`src/rtl/cpu_pkg.sv`:
```
// Shared CPU constants: default register-file geometry and the hardwired-zero register index.
package cpu_pkg;

  localparam int unsigned DATA_W_DEF   = 8;
  localparam int unsigned ADDR_W_DEF   = 3;
  localparam int unsigned NUM_REGS_DEF = 8;
  localparam int unsigned REG_ZERO     = 0;

endpackage

```
`src/rtl/regfile_rd_stage.sv`:
```
// One read-pipe stage: data loads only alongside a valid token, valid shifts every cycle.
module regfile_rd_stage #(
  parameter int unsigned DATA_W = 8
) (
  input  logic              clk,
  input  logic              reset_n,
  input  logic              vld_in,
  input  logic [DATA_W-1:0] d,
  output logic              vld_out,
  output logic [DATA_W-1:0] q
);

  always_ff @(posedge clk or negedge reset_n) begin
    if (!reset_n) begin
      vld_out <= 1'b0;
      q       <= '0;
    end else begin
      vld_out <= vld_in;
      if (vld_in) q <= d;
    end
  end

endmodule

```
`src/rtl/regfile_2r1w_pipe.sv`:
```
// Two-read one-write register file with write-first bypass, optional hardwired R0
// and a 1- or 2-stage registered read pipe.
module regfile_2r1w_pipe
  import cpu_pkg::*;
#(
  parameter int unsigned DATA_W   = DATA_W_DEF,
  parameter int unsigned ADDR_W   = ADDR_W_DEF,
  parameter int unsigned NUM_REGS = NUM_REGS_DEF,
  parameter bit          ZERO_REG = 1'b0,
  parameter int unsigned RD_LAT   = 1
) (
  input  logic              clk,
  input  logic              reset_n,
  input  logic              wr_en,
  input  logic [ADDR_W-1:0] wr_addr,
  input  logic [DATA_W-1:0] wr_data,
  input  logic              rd_en,
  input  logic [ADDR_W-1:0] rd_addr1,
  input  logic [ADDR_W-1:0] rd_addr2,
  output logic [DATA_W-1:0] rd_data1,
  output logic [DATA_W-1:0] rd_data2,
  output logic              rd_valid
);

  localparam int unsigned     DEPTH      = 2 ** ADDR_W;
  localparam logic [ADDR_W:0] NUM_REGS_W = (ADDR_W + 1)'(NUM_REGS);

  logic [DEPTH-1:0][DATA_W-1:0] regs;
  logic                         wr_ok_c;
  logic [DATA_W-1:0]            cap1_c;
  logic [DATA_W-1:0]            cap2_c;

  // Address maps to a real, writable register (not out of range, not the hardwired zero).
  function automatic logic addr_live(input logic [ADDR_W-1:0] a);
    return ({1'b0, a} < NUM_REGS_W) && !(ZERO_REG && (a == ADDR_W'(REG_ZERO)));
  endfunction

  assign wr_ok_c = wr_en && addr_live(wr_addr);

  // Unimplemented or hardwired-zero slots carry no flops and read as zero.
  for (genvar i = 0; i < int'(DEPTH); i++) begin : g_reg
    if ((i < int'(NUM_REGS)) && !(ZERO_REG && (i == int'(REG_ZERO)))) begin : g_impl
      logic [DATA_W-1:0] q;
      always_ff @(posedge clk or negedge reset_n) begin
        if (!reset_n) q <= '0;
        else if (wr_ok_c && (wr_addr == ADDR_W'(i))) q <= wr_data;
      end
      assign regs[i] = q;
    end else begin : g_tie
      assign regs[i] = '0;
    end
  end

  // Capture value with write-first bypass from a same-edge write.
  always_comb begin
    cap1_c = '0;
    cap2_c = '0;
    if (addr_live(rd_addr1)) begin
      cap1_c = (wr_en && (wr_addr == rd_addr1)) ? wr_data : regs[rd_addr1];
    end
    if (addr_live(rd_addr2)) begin
      cap2_c = (wr_en && (wr_addr == rd_addr2)) ? wr_data : regs[rd_addr2];
    end
  end

  logic [RD_LAT:0][DATA_W-1:0] p1_d;
  logic [RD_LAT:0][DATA_W-1:0] p2_d;
  logic [RD_LAT:0]             p1_v;
  logic [RD_LAT:0]             p2_v;
  logic                        p2_tail_unused;

  assign p1_d[0] = cap1_c;
  assign p2_d[0] = cap2_c;
  assign p1_v[0] = rd_en;
  assign p2_v[0] = rd_en;

  for (genvar s = 0; s < int'(RD_LAT); s++) begin : g_pipe
    regfile_rd_stage #(.DATA_W(DATA_W)) u_stage1 (
      .clk     (clk),
      .reset_n (reset_n),
      .vld_in  (p1_v[s]),
      .d       (p1_d[s]),
      .vld_out (p1_v[s+1]),
      .q       (p1_d[s+1])
    );
    regfile_rd_stage #(.DATA_W(DATA_W)) u_stage2 (
      .clk     (clk),
      .reset_n (reset_n),
      .vld_in  (p2_v[s]),
      .d       (p2_d[s]),
      .vld_out (p2_v[s+1]),
      .q       (p2_d[s+1])
    );
  end

  // Both ports' valid chains are identical; port 1 drives rd_valid.
  assign p2_tail_unused = p2_v[RD_LAT];

  assign rd_data1 = p1_d[RD_LAT];
  assign rd_data2 = p2_d[RD_LAT];
  assign rd_valid = p1_v[RD_LAT];

endmodule
```
`config.mk`:
```
export PLATFORM = sky130hd
export DESIGN_NAME = regfile_2r1w_pipe
export DESIGN_NICKNAME = d
export VERILOG_FILES = /design/src/rtl/cpu_pkg.sv /design/src/rtl/regfile_rd_stage.sv /design/src/rtl/regfile_2r1w_pipe.sv
export SDC_FILE = /design/constraint.sdc
export NUM_CORES = 1
export LEC_CHECK = 0
export ABC_AREA = 1
export ABC_CLOCK_PERIOD_IN_PS = 1500
export BUFFER_PORTS_ARGS = -buffer_cell sky130_fd_sc_hd__clkbuf_2
export CAP_MARGIN = 40
export CORE_AREA = 2 2 98 100
export DETAILED_ROUTE_END_ITERATION = 8
export DIE_AREA = 0 0 100 102
export GPL_ROUTABILITY_DRIVEN = 0
export GPL_TIMING_DRIVEN = 1
export PLACE_DENSITY = 0.72
export SLEW_MARGIN = 20
export SYNTH_ARGS = -nofsm -noshare
export SYNTH_HDL_FRONTEND = slang
export SYNTH_SLANG_ARGS = --single-unit
```
`constraint.sdc`:
```
create_clock -name clk -period 1.5 [get_ports clk]
set_input_delay 0.15 -clock clk [delete_from_list [all_inputs] [get_ports clk]]
set_output_delay 0.15 -clock clk [all_outputs]
set_load 0.1 [all_outputs]
```
==> results.tsv <==
stage	metric	value	unit
routing	post-DR wirelength/cell	16.18	um
finish	Area Overhead vs Synth	13.79	%
clock_tree	Clk Latency, worst-skew pair	0.35	ns
timing	clock skew	0.01079	ns
timing	setup TNS	0	ns
pwr	Clock power frac	27.0	%
placement	pre-CTS WS	0.1589	ns
flow_run	Max-Cap Viols	0	
synthesis	sequential fraction of the synthesis area	44.25	%
routing	routed vias/inst	5.616	
floorplan	Die H	102	um
floorplan	die area	10200	um2
pwr	logic gate share of total power	29.0	%
synthesis	ys flop type	dfrtp_1	
finish	fin nets	710	
critical_path	startpoint types	register	
floorplan	io pins	38	
timing	Final Setup Violations	0	
floorplan	Die X	100	um
placement	Detailed Place HPWL	9201	um
pwr	worst vdd ir	0.5646	mV
min_path	worst hold path type	input port to register	
pwr	leakage power	0.002643	uW
synthesis	Synth Cell Area	4581	um2
critical_path	critical path startpoint	g_pipe[0].u_stage1.q[3]$_DFFE_PN0P_	
routing	1st-iter DRT viols	464	
timing	final worst path period share	89.52	%
critical_path	Worst EP required	1.35	ns
pwr	P_int	4100	uW
outcome	status	completed	
routing	routed via count	4515	
routing	final WL	13010	um
synthesis	synth top area cells	dfrtp_1 (44%), nand2_1 (21%), nand3_1 (12%), o21ai_0 (6.1%), inv_1 (2.6%)	
pwr	switching power	2481	uW
critical_path	CP cell instances	clkbuf_2	
routing	Antenna Violating Nets Remaining	0	
synthesis	ys async rst share	100.0	%
global_route	all-layer global routing usage	27.29	%
pwr	Sequential Power Share	44.0	%
synthesis	Synth warnings	0	
timing	final hold vios	0	
synthesis	top-count cell post-synth	nand2_1	
clock_tree	# resized after CTS	0	
global_route	first-pass GRT wire length	21580	um
clock_tree	CTS tree	built	
critical_path	Crit Path Category	register to output pin	
routing	Detailed Routing Iterations Pass 1	5	
clock_tree	CTS Sinks	81	
timing	Slew @ Worst Pin	0.5506	ns
global_route	initial antenna violation count	0	
pwr	P per Cell Area	1262	nW/um2
timing	Max Fclk	744.8	MHz
critical_path	Buffers & Inverters on Critical Path	1	
floorplan	core footprint	9109	um2
clock_tree	Root Buffer	clkbuf_8	
global_route	vias in the first global route	4242	
synthesis	top cells by count, synth	nand2_1 (251), nand3_1 (114), dfrtp_1 (81)	
critical_path	Worst Path Arrival	1.19	ns
timing	RSZ-0062 raised after global routing	false	
critical_path	reg2reg start	g_reg[3].g_impl.q[1]$_DFFE_PN0P_	
finish	fill count	853	
synthesis	Gate Count Post-Synth	643	
global_route	largest net degree at the start of global routing	82	
synthesis	Yosys top cell area share	44.25	%
floorplan	row count	35	
critical_path	endpoint class of the critical path	output pin	
pwr	switching portion of total power	37.70	%
synthesis	FF+latch count, synth	81	
synthesis	Post-synth EDFFs	0	
synthesis	Post-Syn Area per Cell	7.124	um2
timing	Period minus WS final	1.343	ns
finish	share of cells above drive strength 1	17.03	%
timing	final worst slack	0.1573	ns
critical_path	CP max-delay cell	clkbuf_2	
min_path	Hold Startpoint	wr_data[5]	
clock_tree	Num CTS Buffers	9	
clock_tree	Clock Tree Buf Depth	2	
finish	# diodes	0	
floorplan	Starting Density	50.29	%
global_route	GRT overflow	0	
routing	DRC	0	
clock_tree	Clock H-tree levels	3	
synthesis	syn_nets	664	
critical_path	Worst Path Max Fanout	2	
critical_path	CP peak stage delay	0.46	ns
clock_tree	clk slew on worst S/H paths	0.09	ns
synthesis	Synth area leader	dfrtp_1	
placement	Port Buffers	37	
critical_path	crit-path leading delay family	buffers and inverters	
timing	fin. max-slew vios	0	
synthesis	Distinct cells, synth	24	
timing	normalized max-slew margin	63.45	%
==> cell usage in the layout, fill, tap and decap left out <==
cell type and instances:
o21ai_1 3, dfrtp_1 81, clkinv_2 1, nand2_2 3, inv_2 7, nor2_4 4, a21oi_1 5, nor2_1 26
clkinvlp_4 1, inv_6 1, bufinv_16 2, a21oi_2 4, clkbuf_8 10, buf_12 3, nor2_2 1, clkbuf_2 36
nand3_2 1, buf_4 28, dlygate4sd3_1 1, nor3_4 1, nand2_1 251, o21ai_0 56, nand3_1 114, o21ai_2 12
nand2_4 2, clkbuf_1 1, clkinv_1 5, inv_1 32, clkinv_4 1
==> flip-flops by register name, summed over array words and instances, names as in the netlist <==
name / flops
g.g_impl.q: 64
g_pipe.u_stage1.vld_out: 1
g_pipe.u_stage2.q: 8
g_pipe.u_stage1.q: 8
==> kinds of logic after synthesis <==
family	synth area share (%)
flops	44.25
simple gates	37.75
compound gates	10.05
buf+inv	7.949
==> repair_timing <==
action,in CTS,in global routing
hold buffers,1,0
buffers inserted,0,0
endpoints found under the hold margin,81,0
==> power by group through the flow <==
| stage | Sequential (uW) | Clock (uW) | Combinational (uW) |
|---|---|---|---|
| after floorplan | 3360 | 0 | 944 |
| after global placement | 2910 | 0 | 1860 |
| after detailed placement | 2920 | 0 | 1890 |
| after CTS | 2890 | 1810 | 1900 |
| after global routing | 2950 | 1890 | 2120 |
| final | 2890 | 1780 | 1910 |
==> stage by stage <==
stage	cells	instance area (um2)	total power (uW)	utilization (%)	hold WS, ns
2_1_floorplan	643	4581	4307	-	-0.1456
3_3_place_gp	788	4985	4771	54.73	0.2073
3_5_place_dp	788	4985	4816	54.73	0.2122
4_1_cts	804	5213	6599	57.23	0.03616
5_1_grt	804	5213	6955	57.23	0.06203
6_report	804	5213	6581	57.23	0.04037
==> area by class of cell <==
| cell class | instances | area [um2] | share of cell area, % |
|---|---|---|---|
| Timing Repair Buffer | 68 | 460.4 | 8.833 |
| Clock inverter | 4 | 76.32 | 1.464 |
| Inverter | 46 | 178.9 | 3.433 |
| Multi-Input combinational cell | 483 | 2190 | 42.01 |
| Clock buffer | 11 | 141.4 | 2.712 |
| Tap cell | 111 | 138.9 | 2.664 |
| Sequential cell | 81 | 2027 | 38.89 |
==> path summary, 6_finish.rpt <==
check | to | slack, ns | cells past startpoint
max in group asynchronous | g_pipe[0].u_stage1.q[6]$_DFFE_PN0P_ | 0.79 | 3
worst max-delay path | rd_data1[3] | 0.16 | 1
worst min-delay path | g_reg[7].g_impl.q[5]$_DFFE_PN0P_ | 0.04 | 3
min in group asynchronous | g_reg[4].g_impl.q[2]$_DFFE_PN0P_ | 0.34 | 3
worst min register to register | g_pipe[0].u_stage1.q[0]$_DFFE_PN0P_ | 0.48 | 2
worst max register to register | g_pipe[0].u_stage1.q[1]$_DFFE_PN0P_ | 0.40 | 6
==> layer usage <==
metal  up-vias  wire (um)  global-route usage, %  share of wire (%)
met3        39       1119                  5.540                8.6
met2       250       5752                  43.35                 44
met5         -          0                      0                  0
met1      2071       5776                  37.19                 44
li1       2155          -                      -                  -
met4         0        359                  10.33                2.8
No activity file was read; power rests on OpenSTA's default activity.
